$ cat config.mk
export PLATFORM = sky130hd
export DESIGN_NAME = hazard_scoreboard_flat
export DESIGN_NICKNAME = d
export VERILOG_FILES = /design/src/rtl/hazard_scoreboard_pkg.sv /design/src/rtl/hazard_scoreboard_if.sv /design/src/rtl/hazard_scoreboard_tag_match.sv /design/src/rtl/hazard_scoreboard.sv /design/src/flat_wrapper.sv
export SDC_FILE = /design/constraint.sdc
export NUM_CORES = 1
export LEC_CHECK = 0
export ABC_AREA = 1
export CORE_AREA = 5 5 95 97
export CTS_BUF_LIST = sky130_fd_sc_hd__clkbuf_4
export DETAILED_ROUTE_END_ITERATION = 7
export DIE_AREA = 0 0 100 102
export SLEW_MARGIN = 10
export SYNTH_ARGS = -nofsm -noshare
export SYNTH_HDL_FRONTEND = slang
export SYNTH_SLANG_ARGS = --single-unit
$ cat constraint.sdc
create_clock -name clock -period 2.4 [get_ports clock]
set_input_delay 0.72 -clock clock [delete_from_list [all_inputs] [get_ports clock]]
set_output_delay 0.72 -clock clock [all_outputs]
set_load 0.01 [all_outputs]
$ cat src/rtl/hazard_scoreboard_pkg.sv
// hazard_pkg: shared encodings and the pipeline stage record for the
// hazard scoreboard.
//   CLS_*       instruction class carried in d_cls and in each stage record
//   FWD_*       E-stage operand select driven on fwd_a / fwd_b
//   stage_rec_t {valid, rd, we, cls} tracked for each pipeline stage
//   fwd_sel()   newest-first bypass priority for one source operand
package hazard_pkg;

  localparam logic [1:0] CLS_ALU    = 2'd0;
  localparam logic [1:0] CLS_LOAD   = 2'd1;
  localparam logic [1:0] CLS_MULDIV = 2'd2;
  localparam logic [1:0] CLS_OTHER  = 2'd3;

  localparam logic [1:0] FWD_RF = 2'd0;  // read the register file
  localparam logic [1:0] FWD_M  = 2'd1;  // M-stage ALU result
  localparam logic [1:0] FWD_W  = 2'd2;  // W-stage write data

  // Tags are stored at this fixed width so the record type does not depend
  // on the block parameter; narrower AW tags are zero-extended into it.
  localparam int unsigned REC_AW = 8;

  typedef struct packed {
    logic              valid;
    logic [REC_AW-1:0] rd;
    logic              we;
    logic [1:0]        cls;
  } stage_rec_t;

  // The instruction now in E will sit in M during the consumer's E cycle;
  // the one now in M will be in W. E is checked first (newest data wins).
  function automatic logic [1:0] fwd_sel(input logic       e_hit,
                                         input logic [1:0] e_cls,
                                         input logic       m_hit,
                                         input logic [1:0] m_cls);
    logic [1:0] sel;
    sel = FWD_RF;
    if (e_hit && (e_cls == CLS_ALU)) begin
      sel = FWD_M;
    end else if (m_hit && ((m_cls == CLS_ALU) || (m_cls == CLS_LOAD))) begin
      sel = FWD_W;
    end else begin
      sel = FWD_RF;
    end
    return sel;
  endfunction

endpackage

$ cat src/rtl/hazard_scoreboard_if.sv
// hazard_scoreboard_if: decode-stage handshake, flush/muldiv control and
// scoreboard status bundle.
//   master: decode side -- drives d_*, flush, md_done; sees d_ready, stall,
//           md_busy, fwd_a, fwd_b, stall_cnt
//   slave : hazard_scoreboard -- the opposite directions
interface hazard_scoreboard_if #(
  parameter int AW   = 5,
  parameter int CNTW = 16
);
  logic            d_valid;
  logic [AW-1:0]   d_rs1;
  logic [AW-1:0]   d_rs2;
  logic            d_rs1_use;
  logic            d_rs2_use;
  logic [AW-1:0]   d_rd;
  logic            d_rd_we;
  logic [1:0]      d_cls;
  logic            d_ready;
  logic            stall;
  logic            flush;
  logic            md_done;
  logic            md_busy;
  logic [1:0]      fwd_a;
  logic [1:0]      fwd_b;
  logic [CNTW-1:0] stall_cnt;

  modport master (
    output d_valid, d_rs1, d_rs2, d_rs1_use, d_rs2_use, d_rd, d_rd_we, d_cls,
    output flush, md_done,
    input  d_ready, stall, md_busy, fwd_a, fwd_b, stall_cnt
  );

  modport slave (
    input  d_valid, d_rs1, d_rs2, d_rs1_use, d_rs2_use, d_rd, d_rd_we, d_cls,
    input  flush, md_done,
    output d_ready, stall, md_busy, fwd_a, fwd_b, stall_cnt
  );
endinterface

$ cat src/rtl/hazard_scoreboard_tag_match.sv
// hazard_tag_match: one producer-record vs one decode-source comparison.
//   tag_i   decode source register
//   valid_i producer record valid
//   we_i    producer writes its rd
//   rd_i    producer destination
//   use_i   decode instruction actually reads tag_i
//   hit_o   source depends on this producer (r0 never creates a dependency)
module hazard_tag_match #(
  parameter int AW = 5
) (
  input  logic [AW-1:0] tag_i,
  input  logic          valid_i,
  input  logic          we_i,
  input  logic [AW-1:0] rd_i,
  input  logic          use_i,
  output logic          hit_o
);

  assign hit_o = valid_i & we_i & use_i & (rd_i != {AW{1'b0}}) & (rd_i == tag_i);

endmodule

$ cat src/rtl/hazard_scoreboard.sv
// hazard_scoreboard: load-use / muldiv interlock and registered E-stage
// bypass selection for the five-stage core.
//   clock     rising-edge clock
//   reset_n   synchronous active-low reset
//   bus       hazard_scoreboard_if.slave: decode handshake (d_*, d_ready,
//             stall), flush, md_done, md_busy, fwd_a/fwd_b, stall_cnt
// d_ready/stall are combinational from state and d_* only; everything else
// is registered.
module hazard_scoreboard
  import hazard_pkg::*;
#(
  parameter int NREG = 32,
  parameter int AW   = 5,
  parameter int CNTW = 16
) (
  input  logic                 clock,
  input  logic                 reset_n,
  hazard_scoreboard_if.slave   bus
);

  localparam logic [AW:0] NREG_W = (AW+1)'(NREG);

  // Only E and M are kept: a producer in M at issue time is in W during the
  // consumer's E cycle, which is all the W bypass needs to know.
  stage_rec_t        e_q, e_d, m_q;
  logic              md_busy_q;
  logic [REC_AW-1:0] md_rd_q, md_rd_d;
  logic [1:0]        fwd_a_q, fwd_b_q;
  logic [CNTW-1:0]   stall_cnt_q;

  logic [REC_AW-1:0] rs1_s, rs2_s, rd_s;
  logic hit_e1_s, hit_e2_s, hit_m1_s, hit_m2_s, hit_md1_s, hit_md2_s;
  logic load_use_s, md_raw_s, md_waw_s, md_struct_s;
  logic d_ready_s, issue_s, is_md_s, rd_legal_s;

  assign rs1_s = REC_AW'(bus.d_rs1);
  assign rs2_s = REC_AW'(bus.d_rs2);
  assign rd_s  = REC_AW'(bus.d_rd);

  hazard_tag_match #(.AW(REC_AW)) u_e_rs1 (.tag_i(rs1_s), .valid_i(e_q.valid), .we_i(e_q.we),
    .rd_i(e_q.rd), .use_i(bus.d_rs1_use), .hit_o(hit_e1_s));
  hazard_tag_match #(.AW(REC_AW)) u_e_rs2 (.tag_i(rs2_s), .valid_i(e_q.valid), .we_i(e_q.we),
    .rd_i(e_q.rd), .use_i(bus.d_rs2_use), .hit_o(hit_e2_s));
  hazard_tag_match #(.AW(REC_AW)) u_m_rs1 (.tag_i(rs1_s), .valid_i(m_q.valid), .we_i(m_q.we),
    .rd_i(m_q.rd), .use_i(bus.d_rs1_use), .hit_o(hit_m1_s));
  hazard_tag_match #(.AW(REC_AW)) u_m_rs2 (.tag_i(rs2_s), .valid_i(m_q.valid), .we_i(m_q.we),
    .rd_i(m_q.rd), .use_i(bus.d_rs2_use), .hit_o(hit_m2_s));
  // md_rd is already 0 for a non-writing muldiv, so we is tied high here.
  hazard_tag_match #(.AW(REC_AW)) u_md_rs1 (.tag_i(rs1_s), .valid_i(md_busy_q), .we_i(1'b1),
    .rd_i(md_rd_q), .use_i(bus.d_rs1_use), .hit_o(hit_md1_s));
  hazard_tag_match #(.AW(REC_AW)) u_md_rs2 (.tag_i(rs2_s), .valid_i(md_busy_q), .we_i(1'b1),
    .rd_i(md_rd_q), .use_i(bus.d_rs2_use), .hit_o(hit_md2_s));

  // Interlock conditions, issue decision and next E record.
  always_comb begin
    is_md_s     = (bus.d_cls == CLS_MULDIV);
    rd_legal_s  = ({1'b0, bus.d_rd} < NREG_W);
    load_use_s  = (e_q.cls == CLS_LOAD) & (hit_e1_s | hit_e2_s);
    md_raw_s    = hit_md1_s | hit_md2_s;
    md_waw_s    = md_busy_q & bus.d_rd_we & (rd_s == md_rd_q);
    md_struct_s = md_busy_q & is_md_s;
    d_ready_s   = ~(load_use_s | md_raw_s | md_waw_s | md_struct_s);
    issue_s     = bus.d_valid & d_ready_s & ~bus.flush;

    md_rd_d = (bus.d_rd_we & rd_legal_s) ? rd_s : {REC_AW{1'b0}};

    e_d = '0;
    if (issue_s) begin
      e_d.valid = 1'b1;
      e_d.rd    = rd_s;
      // Muldiv results reach the regfile via md_done, never via the bypass.
      e_d.we    = bus.d_rd_we & rd_legal_s & ~is_md_s;
      e_d.cls   = bus.d_cls;
    end else begin
      e_d = '0;
    end
  end

  // Pipeline records, muldiv scoreboard, bypass selects and stall counter.
  always_ff @(posedge clock) begin
    if (!reset_n) begin
      e_q         <= '0;
      m_q         <= '0;
      md_busy_q   <= 1'b0;
      md_rd_q     <= {REC_AW{1'b0}};
      fwd_a_q     <= FWD_RF;
      fwd_b_q     <= FWD_RF;
      stall_cnt_q <= {CNTW{1'b0}};
    end else begin
      m_q <= e_q;
      e_q <= e_d;
      fwd_a_q <= issue_s ? fwd_sel(hit_e1_s, e_q.cls, hit_m1_s, m_q.cls) : FWD_RF;
      fwd_b_q <= issue_s ? fwd_sel(hit_e2_s, e_q.cls, hit_m2_s, m_q.cls) : FWD_RF;
      // A new muldiv can only issue while idle, so it never races md_done.
      if (issue_s && is_md_s) begin
        md_busy_q <= 1'b1;
        md_rd_q   <= md_rd_d;
      end else if (bus.md_done) begin
        md_busy_q <= 1'b0;
        md_rd_q   <= {REC_AW{1'b0}};
      end else begin
        md_busy_q <= md_busy_q;
        md_rd_q   <= md_rd_q;
      end
      if (bus.stall && (stall_cnt_q != {CNTW{1'b1}})) begin
        stall_cnt_q <= stall_cnt_q + {{(CNTW-1){1'b0}}, 1'b1};
      end else begin
        stall_cnt_q <= stall_cnt_q;
      end
    end
  end

  assign bus.d_ready   = d_ready_s;
  assign bus.stall     = bus.d_valid & ~d_ready_s;
  assign bus.md_busy   = md_busy_q;
  assign bus.fwd_a     = fwd_a_q;
  assign bus.fwd_b     = fwd_b_q;
  assign bus.stall_cnt = stall_cnt_q;

endmodule

$ cat src/flat_wrapper.sv
// flat-port wrapper written by rule: the top's interface ports become plain ports
module hazard_scoreboard_flat import hazard_pkg::*;
#(
  parameter int NREG = 32,
  parameter int AW   = 5,
  parameter int CNTW = 16
)
  (clock, reset_n, bus_d_valid, bus_d_rs1, bus_d_rs2, bus_d_rs1_use, bus_d_rs2_use, bus_d_rd, bus_d_rd_we, bus_d_cls, bus_flush, bus_md_done, bus_d_ready, bus_stall, bus_md_busy, bus_fwd_a, bus_fwd_b, bus_stall_cnt);
  hazard_scoreboard_if #(.AW(AW), .CNTW(CNTW)) bus_i ();
  input  logic clock;
  input  logic reset_n;
  input wire logic [$bits(bus_i.d_valid)-1:0] bus_d_valid;
  input wire logic [$bits(bus_i.d_rs1)-1:0] bus_d_rs1;
  input wire logic [$bits(bus_i.d_rs2)-1:0] bus_d_rs2;
  input wire logic [$bits(bus_i.d_rs1_use)-1:0] bus_d_rs1_use;
  input wire logic [$bits(bus_i.d_rs2_use)-1:0] bus_d_rs2_use;
  input wire logic [$bits(bus_i.d_rd)-1:0] bus_d_rd;
  input wire logic [$bits(bus_i.d_rd_we)-1:0] bus_d_rd_we;
  input wire logic [$bits(bus_i.d_cls)-1:0] bus_d_cls;
  input wire logic [$bits(bus_i.flush)-1:0] bus_flush;
  input wire logic [$bits(bus_i.md_done)-1:0] bus_md_done;
  output wire logic [$bits(bus_i.d_ready)-1:0] bus_d_ready;
  output wire logic [$bits(bus_i.stall)-1:0] bus_stall;
  output wire logic [$bits(bus_i.md_busy)-1:0] bus_md_busy;
  output wire logic [$bits(bus_i.fwd_a)-1:0] bus_fwd_a;
  output wire logic [$bits(bus_i.fwd_b)-1:0] bus_fwd_b;
  output wire logic [$bits(bus_i.stall_cnt)-1:0] bus_stall_cnt;
  assign bus_i.d_valid = bus_d_valid;
  assign bus_i.d_rs1 = bus_d_rs1;
  assign bus_i.d_rs2 = bus_d_rs2;
  assign bus_i.d_rs1_use = bus_d_rs1_use;
  assign bus_i.d_rs2_use = bus_d_rs2_use;
  assign bus_i.d_rd = bus_d_rd;
  assign bus_i.d_rd_we = bus_d_rd_we;
  assign bus_i.d_cls = bus_d_cls;
  assign bus_i.flush = bus_flush;
  assign bus_i.md_done = bus_md_done;
  assign bus_d_ready = bus_i.d_ready;
  assign bus_stall = bus_i.stall;
  assign bus_md_busy = bus_i.md_busy;
  assign bus_fwd_a = bus_i.fwd_a;
  assign bus_fwd_b = bus_i.fwd_b;
  assign bus_stall_cnt = bus_i.stall_cnt;
  hazard_scoreboard #(.NREG(NREG), .AW(AW), .CNTW(CNTW)) u_core (.clock(clock), .reset_n(reset_n), .bus(bus_i));
endmodule
### After elaboration in Yosys (flattened, before gate mapping)

Cells that the tools add are included.

* add/sub/neg operators: 1
* equal/unequal tests: 11
* mux-type cells: 10
* bitwise gates (word level): 38
* reductions and logical operators: 16

Operator list (number)
* $eq A8 B5 Y1: 6
* $and A1 B1 Y1: 28
* $reduce_bool A8 Y1: 3
* $add A16 B1 Y16 const B: 1
* $mux W8: 2
* $ne A16 B16 Y1 const B: 1
* $mux W12: 1
* $eq A5 B8 Y1: 1
* $logic_and A1 B1 Y1: 6
* $reduce_or A3 Y1: 2
* $mux W5: 1
* $not A1 Y1: 5
* $or A1 B1 Y1: 5
* $eq A2 B1 Y1 const B: 2
* $logic_not A2 Y1: 2
* $mux W1: 4
* $mux W2: 2
* $eq A2 B2 Y1 const B: 1
* $reduce_and A2 Y1: 1
* $reduce_bool A2 Y1: 1
* $logic_or A1 B1 Y1: 1

* register bits: 53
* input bits: 25
* output and inout bits: 23

### Logic depth before layout (Yosys ltp)

* depth after elaboration: 14
* mapped depth: 14
* depth with buffers taken out: 13

### Hierarchy

Synthesis repeated with hierarchy kept, for this count alone.

* cells, all modules: 453
* area total of the unflattened synthesis: 2922.8 µm²

Modules (own cells, without submodules)
* hazard_scoreboard: instances 1, cells an instance 285, area each 2044.5 µm²
* hazard_tag_match: instances 6, cells an instance 28, area each 146.4 µm²

### Least setup slack after synthesis

Ideal clock, no wire load.

* path kind: input to output
* from: input port bus_d_cls[1]
* to: output port bus_stall
* arrival: 1.640 ns
* path slack: 0.040 ns
* stages: 8
* cell sequence: inv_1 -> nor2_1 -> nand2_1 -> nand2_2 -> inv_1 -> nand2_1 -> nor2_4 -> nor2_1

* longest elaborated chain between the ends: 4

RTL lines
* start, declared: line flat_wrapper.sv:19 `input wire logic [$bits(bus_i.d_cls)-1:0] bus_d_cls;`
* $eq A2 B2 Y1: line hazard_scoreboard.sv:56 `is_md_s = (bus.d_cls == CLS_MULDIV);`
* $and A1 B1 Y1: line hazard_scoreboard.sv:61 `md_struct_s = md_busy_q & is_md_s;`
* $or A1 B1 Y1: line hazard_scoreboard.sv:62 `d_ready_s = ~(load_use_s | md_raw_s | md_waw_s | md_struct_s);`
* $and A1 B1 Y1: line hazard_scoreboard.sv:114 `assign bus.stall = bus.d_valid & ~d_ready_s;`
* end, declared: line flat_wrapper.sv:23 `output wire logic [$bits(bus_i.stall)-1:0] bus_stall;`

Every way passes these cells.

### Worst setup path in the final report

* from: input port bus_d_rs1[3]
* to: output port bus_d_ready

* longest elaborated chain between the ends: 8
* elaborated cells on any way between the ends: 11
* classes of those cells: 2 x eq/ne; 9 x bitwise

RTL lines
* start, declared: line flat_wrapper.sv:13 `input wire logic [$bits(bus_i.d_rs1)-1:0] bus_d_rs1;`
* $eq A8 B5 Y1: line hazard_scoreboard_tag_match.sv:19 `assign hit_o = valid_i & we_i & use_i & (rd_i != {AW{1'b0}}) & (rd_i == tag_i);`
* $and A1 B1 Y1: line hazard_scoreboard_tag_match.sv:19
* $or A1 B1 Y1: line hazard_scoreboard.sv:58 `load_use_s = (e_q.cls == CLS_LOAD) & (hit_e1_s | hit_e2_s);`
* $and A1 B1 Y1: line hazard_scoreboard.sv:58
* $or A1 B1 Y1 * (3 in series): line hazard_scoreboard.sv:62
* $not A1 Y1 *: line hazard_scoreboard.sv:62
* end, declared: line flat_wrapper.sv:22 `output wire logic [$bits(bus_i.d_ready)-1:0] bus_d_ready;`

Mark *: on every way between the ends. The rest lies on a longest branch, timed or not.

==> metrics <==
result of the run=complete, but fails checks; violated checks=negative setup slack; H-tree depth=2; proportion of power drawn by the clock network=a little under two fifths; area share of the largest cell type after synthesis=31.23%; share of total power consumed by net switching=24.32%; Lkg Pwr=1.934 nW; routed length per placed instance=around 13 um; number of buffers created by CTS=5; total standard cell area after synthesis=0.002756 mm^2; MaxCap Viol Count=0; global-route wire length before repair=between 10000 and 15000 um; post-DP HPWL=roughly 6700 um; number of antenna repair diodes=0; Die X-Extent=100 um; number of enable flip-flop cells after synthesis=0; Fmax=392.8 MHz; pin count of the biggest net entering global routing=21; routed vias=3140; class of the most critical hold timing path=flop to flop; Flop pwr share=47.1%; Cell Rows=33; starting utilization of the core area=34.23%; yosys warns=0; number of antenna violations at the first check in global routing=1; cell type with the highest aggregate area in the netlist=sky130_fd_sc_hd__dfxtp_1; overall power=0.001546 W; category of the critical setup timing path=primary input to output pin; Vert. Die Dim=102 um; leading post-synthesis cells by instance count=100 x sky130_fd_sc_hd__nand2_1, 58 x sky130_fd_sc_hd__inv_1, 43 x sky130_fd_sc_hd__dfxtp_1; share of the cycle needed by the critical path after routing=106.1%; total of endpoints with negative setup slack in the final report=2; required time at the worst-slack endpoint=1.68 ns; layout overhead on the synthesized area=50.20%; internal power component=~0.0012 W; Port Buffers=47; Root Buffer Master=sky130_fd_sc_hd__clkbuf_4; Ports=48; instance count of the mapped netlist=410; top cells by area, synth=sky130_fd_sc_hd__dfxtp_1 31%, sky130_fd_sc_hd__nand2_1 14%, sky130_fd_sc_hd__inv_1 7.9%; accumulated negative setup slack=-0.2752 ns; worst r2r dst=u_core.bus.fwd_a[1]$_SDFF_PP0_; worst setup slack before clock tree synthesis=-0.9991 ns; number of synthesized register bits=43; sequential fraction of the synthesis area=31.23%; PnR worst setup slack=-0.1459 ns; die area=0.01020 mm^2; post-route non-filler standard cell count=644; final hold violation count=0; Detailed Route WL=between 8000 and 9000 um; number of antenna-violating nets in the routed design=0; setup clock skew after layout=0.01024 ns; Max VDD drop=0.2363 mV; DRC errors left=0; endpoint class of the critical path=output pin; total nets after synthesis=436; Worst R2R Setup Slack=0.36 ns; fill cell total of the finished layout=797; area of the placeable core=about 0.008 mm^2; async set-or-reset flop fraction in the synthesized netlist=0%; relative contribution of combinational cells to total power=between 15 and 20%; share of cells above drive strength 1=35.99%; clock slew seen by the registers of the worst setup and hold paths=0.14 ns; beginning of the critical path=bus_d_rs1[3]; Mean Syn Cell Area=6.723 um^2; routability cong.=0.9692; most frequent cell after synthesis=sky130_fd_sc_hd__nand2_1; worst-margin pin slew=0.7831 ns; Net Switching=0.0003761 W; number of buffers on the longest clock path=2; first-iteration detailed-routing DRC count=164; dominant synthesized flop cell=sky130_fd_sc_hd__dfxtp_1; vias in the first global route=roughly 3100; TritonCTS clock tree=done; kind of start point of the critical path=primary input; global-route usage over all layers=16.88%; relative slew slack=47.73%; clock insertion delay at the later pin of the skew report=about 0.35 ns; biggest fanout along the worst timing path=3; count of cells along the worst register-to-register path=12; router iterations before antenna repair=4; nets=564; signal arrival time at the worst endpoint=1.83 ns; number of distinct library cell variants in the gate-level netlist after synthesis=36; cell total after placement=620; shortest clock period the worst path allows after layout=2.546 ns; routed via count divided by cell count=~4.9; # clock sinks=43; source of the worst register-to-register timing path=u_core.e_q[7]$_SDFF_PN0_; pwr dens=373.4 mW/mm^2; final global-route overflow total=0; RSZ-0062 raised after global routing=true; total count of max-transition violations in the final report=0; endpoint of the most critical setup path=bus_d_ready
==> state kept, by name (all words and copies together) (netlist names) <==
signal,flops
u_core.bus.stall_cnt,16
u_core.e_q,9
u_core.m_q,8
u_core.md_rd_q,5
u_core.bus.fwd_a,2
u_core.bus.fwd_b,2
u_core.bus.md_busy,1
==> final cells by class <==
cell class              instances  area [um^2]  share of cell area (%)
multi-input cells             287         1650                   39.86
repair buffers                134         1120                   27.05
flip-flops and latches         43        882.1                   21.31
inverters                      67        251.5                   6.074
well taps                     105        131.4                   3.173
clock inverters                 3        67.56                   1.632
clock buffers                   5        37.54                  0.9066
==> routing by layer <==
layer  vias to the layer above  wire, um  global-route usage [%]
met5                         -        13                       0
li1                       1571         -                       -
met2                       117      4149                   29.86
met3                        26       525                   3.686
met1                      1424      3703                   20.29
met4                         2       225                   5.803
==> how the worst min path moves through the flow <==
stage / slack, ns / from / endpoint / cells past startpoint
after floorplan: 0.41 / u_core.e_q[11]$_SDFF_PN0_ / u_core.m_q[11]$_SDFF_PN0_ / 2
after global placement: 0.44 / u_core.e_q[1]$_SDFF_PN0_ / u_core.m_q[1]$_SDFF_PN0_ / 2
after detailed placement: 0.44 / u_core.e_q[1]$_SDFF_PN0_ / u_core.m_q[1]$_SDFF_PN0_ / 2
after global routing: 0.49 / u_core.e_q[1]$_SDFF_PN0_ / u_core.m_q[1]$_SDFF_PN0_ / 2
after CTS: 0.46 / u_core.e_q[1]$_SDFF_PN0_ / u_core.m_q[1]$_SDFF_PN0_ / 2
final: 0.46 / u_core.e_q[1]$_SDFF_PN0_ / u_core.m_q[1]$_SDFF_PN0_ / 2
==> logic make-up (layout without fill, tap and decap cells) <==
group | count (synthesis) | in the layout | synth area share [%]
and+or+nand+nor | 215 | 215 | 37.68
xor gates and xnor gates | 27 | 27 | 8.579
AOI/OAI and AO/OA | 44 | 44 | 9.987
DFF | 43 | 43 | 31.23
buffers and inverters | 80 | 209 | 12.07
adders and majority gates | 1 | 1 | 0.4539
==> metrics by stage <==
stage          area [um^2]  util (%)  hold slack (ns)
3_3_place_gp          3822     47.47           0.4433
4_1_cts               4056     50.38           0.4623
5_1_grt               4140     51.42           0.4886
2_1_floorplan         2756         -           0.4071
3_5_place_dp          3822     47.47           0.4431
6_report              4140     51.42           0.4596
==> power groups by stage <==
stage	Sequential, W	Combinational [W]	Clock (W)
finish	0.000728	0.000247	0.000571
global route	0.000729	0.000269	0.000615
CTS	0.000727	0.000238	0.000586
detailed placement	0.000745	0.000231	0
global placement	0.000745	0.000231	0
floorplan	0.000743	0.0000931	0
==> worst max-delay path, cell delays in order <==
cell and delay (ns):
sky130_fd_sc_hd__buf_4 0.11, sky130_fd_sc_hd__inv_2 0.05, sky130_fd_sc_hd__a21oi_2 0.10, sky130_fd_sc_hd__nand2_1 0.08
sky130_fd_sc_hd__nor2_2 0.18, sky130_fd_sc_hd__nand2_2 0.08, sky130_fd_sc_hd__a21boi_2 0.20, sky130_fd_sc_hd__nor2_4 0.07
sky130_fd_sc_hd__buf_6 0.11, sky130_fd_sc_hd__buf_6 0.11
==> what timing repair did <==
item,in CTS,in global routing
setup buffers,14,3
gates cloned,0,0
hold buffers,0,0
gates resized for setup,122,20
pin swaps,26,10
endpoints found under the setup margin,6,2
==> placed cells by master, fill, tap and decap left out, drive strengths merged, types with 10 or more instances in the layout <==
cell and n:
buf 104, nand2 103, nand3 23, xnor2 17, dfxtp 43, nand4 29
inv 67, a21oi 24, xor2 10, nor2 48, o21ai 11, clkdlybuf4s50 25
Power figures use the tool's default switching activity.
